[config.mk]
export PLATFORM = sky130hd
export DESIGN_NAME = sensor_monitor
export DESIGN_NICKNAME = d
export VERILOG_FILES = /design/src/rtl/sensor_mon_pkg.sv /design/src/rtl/sync_2ff.sv /design/src/rtl/sensor_monitor.sv
export SDC_FILE = /design/constraint.sdc
export NUM_CORES = 1
export LEC_CHECK = 0
export ABC_AREA = 1
export CORE_MARGIN = 3
export CORE_UTILIZATION = 49
export CTS_CLUSTER_SIZE = 10
export DETAILED_ROUTE_END_ITERATION = 12
export GPL_TIMING_DRIVEN = 0
export PLACE_DENSITY_LB_ADDON = 0.12
export SETUP_SLACK_MARGIN = 0.3
export SYNTH_ARGS = -nofsm -noshare
export SYNTH_HDL_FRONTEND = slang
export SYNTH_SLANG_ARGS = --single-unit
[constraint.sdc]
create_clock -name clk -period 1.9 [get_ports clk]
set_clock_uncertainty 0.2 [all_clocks]
set_input_delay 0.475 -clock clk [delete_from_list [all_inputs] [get_ports clk]]
set_output_delay 0.475 -clock clk [all_outputs]
set_load 0.02 [all_outputs]
[src/rtl/sensor_mon_pkg.sv]
// Shared types and defaults for the sensor fault monitor.
// State encoding, default masks and the fault condition helper.
package sensor_mon_pkg;

    typedef enum logic [1:0] {
        IDLE  = 2'd0,
        QUAL  = 2'd1,
        FAULT = 2'd2
    } state_t;

    localparam int unsigned NUM_SENSORS_DEF = 4;
    localparam int unsigned PERSIST_DEF     = 3;
    localparam int unsigned CNT_W_DEF       = 8;
    localparam int unsigned ANCHOR_IDX_DEF  = 1;

    localparam logic [31:0] CRIT_MASK_DEF = 32'h0000_0001;
    localparam logic [31:0] DEP_MASK_DEF  = 32'h0000_000C;

    // A critical sensor faults alone; the anchor only faults
    // when at least one of its dependent sensors is also active.
    function automatic logic fault_cond(
        input logic [31:0] s,
        input logic [31:0] crit,
        input logic [31:0] dep,
        input logic [4:0]  anchor
    );
        logic crit_hit;
        logic pair_hit;
        crit_hit = |(s & crit);
        pair_hit = s[anchor] & (|(s & dep));
        return crit_hit | pair_hit;
    endfunction

endpackage

[src/rtl/sync_2ff.sv]
// Two-flop synchroniser for asynchronous level inputs.
// Width is parametrised; reset clears both stages.
module sync_2ff #(
    parameter int unsigned W = 1
) (
    input  logic         clk,
    input  logic         rst,
    input  logic [W-1:0] d,
    output logic [W-1:0] q
);

    logic [W-1:0] meta;

    // Two back-to-back stages give the first stage time to settle.
    always_ff @(posedge clk or posedge rst) begin
        if (rst) begin
            meta <= '0;
            q    <= '0;
        end else begin
            meta <= d;
            q    <= meta;
        end
    end

endmodule

[src/rtl/sensor_monitor.sv]
// Sensor fault monitor: synchronise, qualify for PERSIST cycles, latch.
// Optional fault event counter enabled by SENSOR_MON_EVTCNT_EN.
module sensor_monitor
    import sensor_mon_pkg::*;
#(
    parameter int unsigned NUM_SENSORS = NUM_SENSORS_DEF,
    parameter int unsigned PERSIST     = PERSIST_DEF,
    parameter logic [31:0] CRIT_MASK   = CRIT_MASK_DEF,
    parameter int unsigned ANCHOR_IDX  = ANCHOR_IDX_DEF,
    parameter logic [31:0] DEP_MASK    = DEP_MASK_DEF,
    parameter int unsigned CNT_W       = CNT_W_DEF
) (
    input  logic                   clk,
    input  logic                   rst,
    input  logic [NUM_SENSORS-1:0] sensors,
    input  logic                   clear,
    output logic                   error,
    output logic                   qualifying,
    output logic [NUM_SENSORS-1:0] fault_vec,
    output logic [CNT_W-1:0]       fault_cnt
);

    localparam int unsigned PW = $clog2(PERSIST + 1);
    localparam logic [PW-1:0] PLAST = PW'(PERSIST - 1);
    localparam logic [PW-1:0] PONE  = PW'(1);
    localparam logic [4:0]    AIDX  = 5'(ANCHOR_IDX);
    localparam bit            ONE_SHOT = (PERSIST == 1);

    logic [NUM_SENSORS-1:0] sens_s;
    logic [31:0]            sens_w;
    logic                   raw;
    logic                   enter;
    state_t                 state;
    logic [PW-1:0]          pcnt;

    sync_2ff #(
        .W (NUM_SENSORS)
    ) u_sync (
        .clk (clk),
        .rst (rst),
        .d   (sensors),
        .q   (sens_s)
    );

    // Fault condition on the synchronised snapshot.
    always_comb begin
        sens_w = 32'(sens_s);
        raw    = fault_cond(sens_w, CRIT_MASK, DEP_MASK, AIDX);
    end

    // Edge that moves the FSM into FAULT; shared with the event counter.
    always_comb begin
        enter = 1'b0;
        unique case (state)
            IDLE:    enter = raw & ONE_SHOT;
            QUAL:    enter = raw & (pcnt == PLAST);
            default: enter = 1'b0;
        endcase
    end

    // Qualification FSM with registered outputs and fault snapshot.
    always_ff @(posedge clk or posedge rst) begin
        if (rst) begin
            state      <= IDLE;
            pcnt       <= '0;
            error      <= 1'b0;
            qualifying <= 1'b0;
            fault_vec  <= '0;
        end else begin
            unique case (state)
                IDLE: begin
                    if (enter) begin
                        state      <= FAULT;
                        pcnt       <= '0;
                        error      <= 1'b1;
                        fault_vec  <= sens_s;
                    end else if (raw) begin
                        state      <= QUAL;
                        pcnt       <= PONE;
                        qualifying <= 1'b1;
                    end else begin
                        pcnt       <= '0;
                    end
                end
                QUAL: begin
                    if (!raw) begin
                        state      <= IDLE;
                        pcnt       <= '0;
                        qualifying <= 1'b0;
                    end else if (enter) begin
                        state      <= FAULT;
                        pcnt       <= '0;
                        qualifying <= 1'b0;
                        error      <= 1'b1;
                        fault_vec  <= sens_s;
                    end else begin
                        pcnt       <= pcnt + PONE;
                    end
                end
                FAULT: begin
                    // A clear while the condition persists is dropped.
                    if (clear && !raw) begin
                        state      <= IDLE;
                        pcnt       <= '0;
                        error      <= 1'b0;
                        fault_vec  <= '0;
                    end
                end
                default: begin
                    state      <= IDLE;
                    pcnt       <= '0;
                    error      <= 1'b0;
                    qualifying <= 1'b0;
                    fault_vec  <= '0;
                end
            endcase
        end
    end

`ifdef SENSOR_MON_EVTCNT_EN
    logic [CNT_W-1:0] evt_cnt;

    // Saturating count of FAULT entries; only reset clears it.
    always_ff @(posedge clk or posedge rst) begin
        if (rst) begin
            evt_cnt <= '0;
        end else if (enter && (evt_cnt != '1)) begin
            evt_cnt <= evt_cnt + CNT_W'(1);
        end
    end

    assign fault_cnt = evt_cnt;
`else
    assign fault_cnt = '0;
`endif

endmodule

==> flow_metrics.py, run 1 <==
metrics = {
    "power": {
        "p_leak_nw": 0.5214,
        "vdd_ir_drop_max_uv": 772.4,
        "pwr_density_cell_mw_per_mm2": 1300,
    },
    "clocking": {
        "post_cts_setup_repair_buffer_count": 0,
        "max-clock-path-buffers": 2,
        "clkTransAtPathRegs_ps": 110,
        "cts_sinks": 18,
        "number_of_cts_inserted_buffers": 3,
        "clock_tree.root_cell": "sky130_fd_sc_hd__clkbuf_4",
        "tritoncts": "yes",
        "clock_insertion_delay_worst_skew_ps": 290,
        "htreeDepth": 1,
    },
    "die": {
        "area_enclosed_by_the_die_boundary_sq_mm": 0.002079,
        "std_cell_rows": 13,
        "dieHeight_um": 45.60,
        "core_area_sq_mm": 0.001383,
        "die-width_um": 45.60,
        "initial_core_util_pct": 55.57,
        "number_of_ports_placed_on_the_die_boundary": 21,
    },
    "yosys": {
        "post_synth.cell_area_avg_sq_um": 10.11,
        "synthesized_instance_count": 76,
        "yosys_register_bits": 18,
        "synth.cell_area_sq_um": 768.2,
        "synth.lib_cells_used.distinct": 17,
        "synth-warning-count": 0,
        "synth_seq_area_share_pct": 58.63,
    },
    "routing": {
        "wl_per_cell_um": 10.53,
        "num_vias": 510,
        "first_pass_iters": 3,
        "drc_violation_count_after_routing": 0,
        "detail-route-antenna-nets": 0,
        "via_per_inst": 4.474,
        "route.final.wire_length_um": 1200,
        "drc_marker_count_from_the_first_detailed_route_iteration": 6,
    },
    "sta": {
        "rsz0062_at_grt": "false",
        "final_critical_path_setup_slack_ps": 375.1,
        "fin_tns_setup_ps": 0,
        "timing.slew.headroom_pct": 56.49,
        "final_report_setup_violation_count": 0,
        "max_freq_mhz": 655.8,
        "tightest_slew_ps": 651.9,
        "post-route-min-period_ps": 1525,
        "final_cycle_share_pct": 80.26,
        "final_max_slew_viol_count": 0,
        "finalHoldViolations": 0,
        "hold_slack_ps": 159.2,
    },
    "flow_run": {
        "cap_violations": 0,
    },
    "cells_and_area": {
        "final_net_count": 108,
        "num_antenna_cells": 0,
        "layout-area-overhead-vs-synth_pct": 22.31,
        "post-route-util_pct": 67.96,
        "most_common_cell_after_layout_fill_and_taps_aside": "sky130_fd_sc_hd__nand2_1",
        "commonest_cells_after_routing_fill_and_taps_aside": "19 x sky130_fd_sc_hd__nand2_1, 18 x sky130_fd_sc_hd__dfrtp_1, 8 x sky130_fd_sc_hd__buf_4, 8 x sky130_fd_sc_hd__conb_1, 7 x sky130_fd_sc_hd__inv_1",
        "layout-drive-gt1-share_pct": 32.32,
    },
    "placed_design": {
        "globalplace.congestion": 0.7767,
        "dp_hpwl_um": 932.1,
        "dpl_worst_slack_ps": 185.1,
        "io_buffers": 12,
    },
    "grt": {
        "grt_use_total_pct": 12.98,
        "grt_antenna_before_repair": 0,
        "global_route_wire_length_before_repair_um": 1966,
        "grt_max_degree": 19,
        "globalRouteOverflowTotal": 0,
        "grt_pass1_vias": 483,
    },
    "worst_setup_path": {
        "critical_path.reg2reg.startpoint": "u_sync.q[2]",
        "register_to_register_setup_slack_ps": 530,
        "worstReg2RegEnd": "error",
        "path_delay_family": "flip-flops",
        "endpoint_kind": "primary output",
        "worst_r2r_path_depth": 6,
        "crit_required_ps": 1220,
        "critical_path_class": "flop to primary output",
        "crit_path_cell_trace": "buf_2",
        "setup.worst_path.start_class": "flop",
        "critPathMaxStageDelay_ps": 400,
        "worst-endpoint-arrival_ps": 850,
        "crit_path_max_fanout": 2,
        "cpMaxStageDelayCell": "sky130_fd_sc_hd__dfrtp_1",
        "critical_path.n_buffers_inverters": 1,
    },
    "hold_path": {
        "holdPathStages": 0,
        "min-delay-start": "u_sync.meta[1]",
        "min-delay-path-class": "flop to flop",
        "holdPathEnd": "u_sync.q[1]",
    },
    "run_status": {
        "outcome": "complete, no violations",
    },
}
-- flip-flops by register name, summed over array words and instances (netlist names) --
signal / flops
error: 1
pcnt: 2
qualifying: 1
u_sync.meta: 4
state: 2
fault_vec: 4
u_sync.q: 4
-- how the worst max path moves through the flow --
stage / depth (start not counted) / startpoint / slack, ps / endpoint
after global placement: 6 / clear / 200 / fault_vec[2]
after detailed placement: 6 / clear / 190 / fault_vec[2]
final: 1 / error / 380 / error
after floorplan: 6 / u_sync.q[2] / 650 / fault_vec[0]
after CTS: 1 / error / 370 / error
after global routing: 1 / error / 350 / error
-- final cells by class --
| cell class | instances | area, sq um |
|---|---|---|
| Timing Repair Buffer | 12 | 90.09 |
| Tap cell | 15 | 18.77 |
| Fill cell | 105 | 442.9 |
| Clock buffer | 4 | 36.28 |
| Multi-Input combinational cell | 47 | 246.5 |
| Sequential cell | 18 | 450.4 |
| Buffer | 8 | 60.06 |
| Inverter | 10 | 37.54 |
-- Yosys cell counts --
library cell,n,share of area (%)
sky130_fd_sc_hd__o21ai_1,2,1.3
sky130_fd_sc_hd__nand3_2,1,1.3
sky130_fd_sc_hd__inv_1,7,3.4
sky130_fd_sc_hd__buf_4,8,7.8
sky130_fd_sc_hd__a21oi_1,1,0.65
sky130_fd_sc_hd__nand2_2,4,3.3
sky130_fd_sc_hd__o21ai_2,2,2.3
sky130_fd_sc_hd__conb_1,1,0.49
sky130_fd_sc_hd__nor2_1,1,0.49
sky130_fd_sc_hd__nand3_4,1,2.3
sky130_fd_sc_hd__ha_1,1,1.6
sky130_fd_sc_hd__nand2_1,19,9.3
sky130_fd_sc_hd__nand3b_2,1,1.5
sky130_fd_sc_hd__nand3_1,4,2.6
sky130_fd_sc_hd__nor2_2,2,1.6
sky130_fd_sc_hd__dfrtp_1,18,59
sky130_fd_sc_hd__inv_2,3,1.5
-- cell families (layout without fill, tap and decap cells) --
family | Yosys count | after routing | share of synthesized area [%]
adder cells (fa/ha/maj) | 1 | 1 | 1.628
other | 1 | 8 | 0.4881
AO/OA/AOI/OAI | 5 | 5 | 4.234
buffers and inverters | 18 | 34 | 12.70
flip-flops | 18 | 18 | 58.63
AND/OR/NAND/NOR | 33 | 33 | 22.31
-- power breakdown --
part	switching, mW	leakage [nW]	internal, mW
Combinational	0.280	0.280	0.163
Sequential	0.0642	0.220	0.482
Clock	0.115	0.0210	0.117
-- layer usage --
layer  vias up  track usage [%]  part of all wire, %
met3         0            2.372                  9.0
li1        262                -                    -
met1       229            15.82                   42
met5         -                0                    0
met2        19            23.96                   49
met4         0            1.754                    0
-- through the flow --
| step | std cells | power, mW | area, sq um |
|---|---|---|---|
| floorplan | 83 | 0.8734 | 794.5 |
| global placement | 110 | 1.032 | 933.4 |
| detailed placement | 110 | 1.055 | 933.4 |
| CTS | 114 | 1.227 | 939.7 |
| global route | 114 | 1.301 | 939.7 |
| finish | 114 | 1.221 | 939.7 |
-- timing repair --
action / in CTS / in global routing
gates resized for setup: 24 / 0
hold buffers: 0 / 0
setup endpoints to repair: 6 / 0
No activity file was read; power rests on OpenSTA's default activity.
==> run 2, diff against run 1 <==
CORE_UTILIZATION = 41   (was 49)
clock period = 1.2 ns   (was 1.9 ns; I/O delays follow)
==> flow_metrics.py, run 2 (synthesized netlist as in run 1, its figures left out) <==
metrics = {
    "die": {
        "area_enclosed_by_the_die_boundary_sq_mm": 0.002429,
        "die-width_um": 49.29,
        "core_area_sq_mm": 0.001745,
        "initial_core_util_pct": 44.01,
        "dieHeight_um": 49.29,
        "std_cell_rows": 15,
        "number_of_ports_placed_on_the_die_boundary": 21,
    },
    "grt": {
        "globalRouteOverflowTotal": 0,
        "grt_antenna_before_repair": 0,
        "grt_pass1_vias": 533,
        "global_route_wire_length_before_repair_um": 2201,
        "grt_max_degree": 19,
        "grt_use_total_pct": 12.04,
    },
    "worst_setup_path": {
        "setup.worst_path.start_class": "flop",
        "cpMaxStageDelayCell": "sky130_fd_sc_hd__dfrtp_1",
        "path_delay_family": "simple AND/OR/NAND/NOR gates",
        "worst-endpoint-arrival_ps": 1370,
        "worst_path_most_repeated_cell": "sky130_fd_sc_hd__nand2_1",
        "endpoint_kind": "flop",
        "register_to_register_setup_slack_ps": -180,
        "critical_path.n_buffers_inverters": 0,
        "critical_path_class": "flop to flop",
        "crit_path_cell_trace": "o21ai_2 > nand3_1 > nand2_2 > nand3_4 > nand2_1 > nand2_1",
        "worstReg2RegEnd": "fault_vec[3]",
        "critical_path.reg2reg.startpoint": "u_sync.q[2]",
        "critPathMaxStageDelay_ps": 400,
        "crit_required_ps": 1190,
        "crit_path_max_fanout": 5,
        "worst_r2r_path_depth": 6,
    },
    "clocking": {
        "max-clock-path-buffers": 2,
        "cts_sinks": 18,
        "cts_hold_repair.buffers": 0,
        "clock_insertion_delay_worst_skew_ps": 290,
        "tritoncts": "yes",
        "number_of_cts_inserted_buffers": 3,
        "clkTransAtPathRegs_ps": 100,
        "htreeDepth": 1,
        "clock_tree.root_cell": "sky130_fd_sc_hd__clkbuf_4",
    },
    "routing": {
        "num_vias": 541,
        "met3WireLength_um": 67,
        "route.met2.wl_um": 609,
        "detail_route.wirelength.met1_um": 537,
        "wl_per_cell_um": 9.546,
        "via_per_inst": 4.162,
        "detail-route-antenna-nets": 0,
        "first_pass_iters": 4,
        "route.final.wire_length_um": 1241,
        "drc_violation_count_after_routing": 0,
        "highest-signal-layer": "met4",
        "drc_marker_count_from_the_first_detailed_route_iteration": 9,
    },
    "cells_and_area": {
        "registers_with_the_most_flip_flops": "fault_vec x4, u_sync.meta x4, u_sync.q x4",
        "most_common_cell_after_layout_fill_and_taps_aside": "sky130_fd_sc_hd__nand2_1",
        "layout.filler_cells": 156,
        "final_net_count": 114,
        "stdcell_area_sq_mm": 0.001051,
        "layout-area-overhead-vs-synth_pct": 36.81,
        "commonest_cells_after_routing_fill_and_taps_aside": "18 x sky130_fd_sc_hd__nand2_1, 14 x sky130_fd_sc_hd__buf_4, 12 x sky130_fd_sc_hd__dfrtp_1, 8 x sky130_fd_sc_hd__conb_1",
        "layout-drive-gt1-share_pct": 44.76,
        "layout.cells.non_filler": 130,
        "num_antenna_cells": 0,
    },
    "placed_design": {
        "io_buffers": 12,
        "place_area_sq_um": 955.9,
        "dp_cells": 120,
        "globalplace.congestion": 0.7118,
        "dp_hpwl_um": 938.4,
        "dpl_worst_slack_ps": -329.5,
    },
    "power": {
        "comb_power_share_pct": 40.9,
        "totalPowerFinal_mw": 2.152,
        "clock_group_share_of_total_power_pct": 17.3,
        "p_leak_nw": 0.5435,
        "vdd_ir_drop_max_uv": 1407,
        "p_switching_uw": 758.7,
        "pwr_density_cell_mw_per_mm2": 2048,
        "internal-power_mw": 1.393,
        "swShare_pct": 35.26,
        "power_frac_seq_pct": 41.8,
    },
    "hold_path": {
        "min-delay-path-class": "primary input to asynchronous set/reset pin",
    },
    "sta": {
        "final_report_setup_violation_count": 16,
        "max_freq_mhz": 726.7,
        "final_cycle_share_pct": 114.7,
        "rsz0062_at_grt": "true",
        "final_max_slew_viol_count": 0,
        "fin_tns_setup_ps": -2256,
        "finalHoldViolations": 0,
        "post-route-min-period_ps": 1376,
        "final_critical_path_setup_slack_ps": -176.2,
    },
    "run_status": {
        "outcome": "finished with violations",
        "failed_checks": "negative setup slack",
    },
    "flow_run": {
        "cap_violations": 0,
    },
}
[run 2: worst max-delay path by stage]
stage / from / endpoint / slack, ps / cells past startpoint
floorplan: u_sync.q[2] / fault_vec[0] / -50 / 6
global placement: clear / fault_vec[2] / -320 / 6
detailed placement: clear / fault_vec[2] / -330 / 6
CTS: u_sync.q[3] / fault_vec[1] / -180 / 6
global route: u_sync.q[2] / fault_vec[3] / -270 / 6
finish: u_sync.q[2] / fault_vec[3] / -180 / 6
[run 2: routing by layer]
layer / vias to the layer above / track usage [%]
met5: - / 0
li1: 273 / -
met2: 18 / 20.31
met1: 246 / 14.37
met3: 4 / 1.835
met4: 0 / 7.109
[run 2: timing repair]
item,4_1_cts,5_1_grt
resized for setup,35,3
setup buffers,3,3
endpoints found under the setup margin,34,16
pin swaps,4,0
[run 2: cell type report]
cell class                 count  area (sq um)  area share (%)
multi-input combinational     47         251.5           23.93
buffer                         8         60.06           5.714
inverter                      10         41.29           3.929
clock buffer                   4         36.28           3.452
tap                           25         31.28           2.976
timing repair buffer          18         172.7           16.43
sequential                    18         457.9           43.57
[run 2: worst reg2reg max path, stage by stage (launching register included)]
cell and delay (ps):
sky130_fd_sc_hd__dfrtp_1 400, sky130_fd_sc_hd__o21ai_2 210, sky130_fd_sc_hd__nand3_1 120, sky130_fd_sc_hd__nand2_2 140, sky130_fd_sc_hd__nand3_4 100, sky130_fd_sc_hd__nand2_1 70, sky130_fd_sc_hd__nand2_1 40
[run 2: power by group through the flow]
stage	Sequential [mW]	Clock, mW	Combinational, mW
2_1_floorplan	1.00	0	0.404
4_1_cts	0.898	0.388	0.840
5_1_grt	0.923	0.408	0.979
3_3_place_gp	0.897	0	0.767
6_report	0.900	0.372	0.880
3_5_place_dp	0.901	0	0.788
[run 2: metrics by stage]
step	utilization, %	hold WS [ps]
floorplan	-	38.16
global placement	54.77	131.8
detailed placement	54.77	134.7
CTS	58.42	130.2
global route	60.22	148.0
finish	60.22	128.7
==> run 3, diff against run 2 <==
CTS_CLUSTER_DIAMETER = 30   (was default)
SETUP_SLACK_MARGIN = default   (was 0.3)
==> flow_metrics.py, run 3 (synthesized netlist as in run 1, its figures left out) <==
metrics = {
    "run_status": {
        "outcome": "finished with violations",
        "failed_checks": "negative setup slack",
    },
    "routing": {
        "route.final.wire_length_um": 1318,
        "num_vias": 541,
        "via_per_inst": 4.068,
        "first_pass_iters": 5,
        "detail-route-antenna-nets": 0,
        "drc_marker_count_from_the_first_detailed_route_iteration": 14,
        "wl_per_cell_um": 9.910,
        "drc_violation_count_after_routing": 0,
    },
    "clocking": {
        "number_of_cts_inserted_buffers": 3,
        "clock_insertion_delay_worst_skew_ps": 290,
        "clock_tree.root_cell": "sky130_fd_sc_hd__clkbuf_4",
        "cts_sinks": 18,
        "clkTransAtPathRegs_ps": 110,
        "htreeDepth": 1,
        "cts_hold_repair.buffers": 0,
        "tritoncts": "yes",
        "max-clock-path-buffers": 2,
    },
    "worst_setup_path": {
        "crit_required_ps": 1190,
        "crit_path_max_fanout": 5,
        "endpoint_kind": "flop",
        "worst_r2r_path_depth": 6,
        "setup.worst_path.start_class": "flop",
        "critical_path_class": "flop to flop",
        "worst-endpoint-arrival_ps": 1350,
    },
    "sta": {
        "final_report_setup_violation_count": 16,
        "tightest_slew_ps": 663.4,
        "fin_tns_setup_ps": -1982,
        "rsz0062_at_grt": "true",
        "max_freq_mhz": 731.6,
        "finalHoldViolations": 0,
        "timing.slew.headroom_pct": 55.73,
        "post-route-min-period_ps": 1367,
        "final_cycle_share_pct": 113.9,
        "final_critical_path_setup_slack_ps": -166.8,
        "final_max_slew_viol_count": 0,
    },
    "cells_and_area": {
        "layout.filler_cells": 142,
        "num_antenna_cells": 0,
        "commonest_cells_after_routing_fill_and_taps_aside": "18 x sky130_fd_sc_hd__dfrtp_1, 16 x sky130_fd_sc_hd__buf_4, 15 x sky130_fd_sc_hd__nand2_1, 8 x sky130_fd_sc_hd__conb_1",
        "layout.cells.non_filler": 133,
        "most_common_cell_after_layout_fill_and_taps_aside": "sky130_fd_sc_hd__dfrtp_1",
        "seqCellArea_sq_um": 450.4,
        "total_area_of_multi_input_combinational_cells_sq_um": 317.8,
        "stdcell_area_sq_mm": 0.001132,
        "final_net_count": 117,
        "layout-area-overhead-vs-synth_pct": 47.39,
        "layout-drive-gt1-share_pct": 44.44,
        "registers_with_the_most_flip_flops": "fault_vec x4, u_sync.meta x4, u_sync.q x4",
    },
    "power": {
        "totalPowerFinal_mw": 2.318,
        "p_leak_nw": 0.5994,
        "vdd_ir_drop_max_uv": 1236,
        "pwr_density_cell_mw_per_mm2": 2047,
    },
    "grt": {
        "grt_use_total_pct": 12.79,
        "grt_pass1_vias": 555,
        "global_route_wire_length_before_repair_um": 2352,
        "grt_antenna_before_repair": 0,
        "grt_max_degree": 19,
        "globalRouteOverflowTotal": 0,
    },
    "placed_design": {
        "dpl_worst_slack_ps": -314.1,
        "place_area_sq_um": 948.4,
        "io_buffers": 12,
        "dp_hpwl_um": 880.4,
        "dp_cells": 120,
        "globalplace.congestion": 0.6607,
    },
    "die": {
        "core_area_sq_mm": 0.001745,
        "number_of_ports_placed_on_the_die_boundary": 21,
        "area_enclosed_by_the_die_boundary_sq_mm": 0.002429,
        "die-width_um": 49.29,
        "std_cell_rows": 15,
        "initial_core_util_pct": 44.01,
        "dieHeight_um": 49.29,
    },
    "flow_run": {
        "cap_violations": 0,
    },
    "hold_path": {
        "min-delay-path-class": "flop to flop",
        "holdPathStages": 0,
    },
}
run 3: routing by layer:
metal | global-route usage, % | up-vias | part of all wire [%]
li1 | - | 280 | -
met1 | 15.64 | 244 | 46
met2 | 20.76 | 15 | 48
met3 | 2.752 | 2 | 5.2
met4 | 7.109 | 0 | 1.1
met5 | 0 | - | 0
run 3: worst max-delay path: stages (launching register included):
cell and delay, ps:
sky130_fd_sc_hd__dfrtp_1 420, sky130_fd_sc_hd__o21ai_4 220, sky130_fd_sc_hd__nand3_2 120, sky130_fd_sc_hd__nand2_4 110, sky130_fd_sc_hd__nand3_4 90, sky130_fd_sc_hd__nand2_2 80
sky130_fd_sc_hd__nand2_2 40
run 3: area by class of cell:
cell class,count,area share [%]
well taps,25,2.762
flip-flops and latches,18,39.78
inverters,10,3.315
plain buffers,8,5.304
repair buffers,21,17.57
multi-input cells,47,28.07
clock buffers,4,3.204
run 3: worst paths after layout:
path | start | end | slack, ps
max in group asynchronous | rst | error | 180
hold / removal | u_sync.meta[0] | u_sync.q[0] | 140
min in group asynchronous | rst | qualifying | 180
setup / recovery | u_sync.q[2] | fault_vec[1] | -170
setup reg to reg | u_sync.q[2] | fault_vec[1] | -170
hold reg to reg | u_sync.meta[0] | u_sync.q[0] | 140
run 3: repair_timing:
item / in CTS / in global routing
setup buffers: 5 / 4
resized for setup: 34 / 16
setup endpoints to repair: 16 / 16
pin swaps: 3 / 6
run 3: stage by stage:
stage,hold WS (ps),util (%)
3_5_place_dp,134.7,54.34
4_1_cts,152.3,58.64
3_3_place_gp,132.2,54.34
6_report,144.7,64.87
5_1_grt,170.2,64.87
2_1_floorplan,38.57,-
run 3: report_power, final:
part           internal, mW  switching (mW)
Combinational         0.527           0.521
Clock                 0.185           0.188
Sequential            0.765           0.133
Total                  1.48           0.842
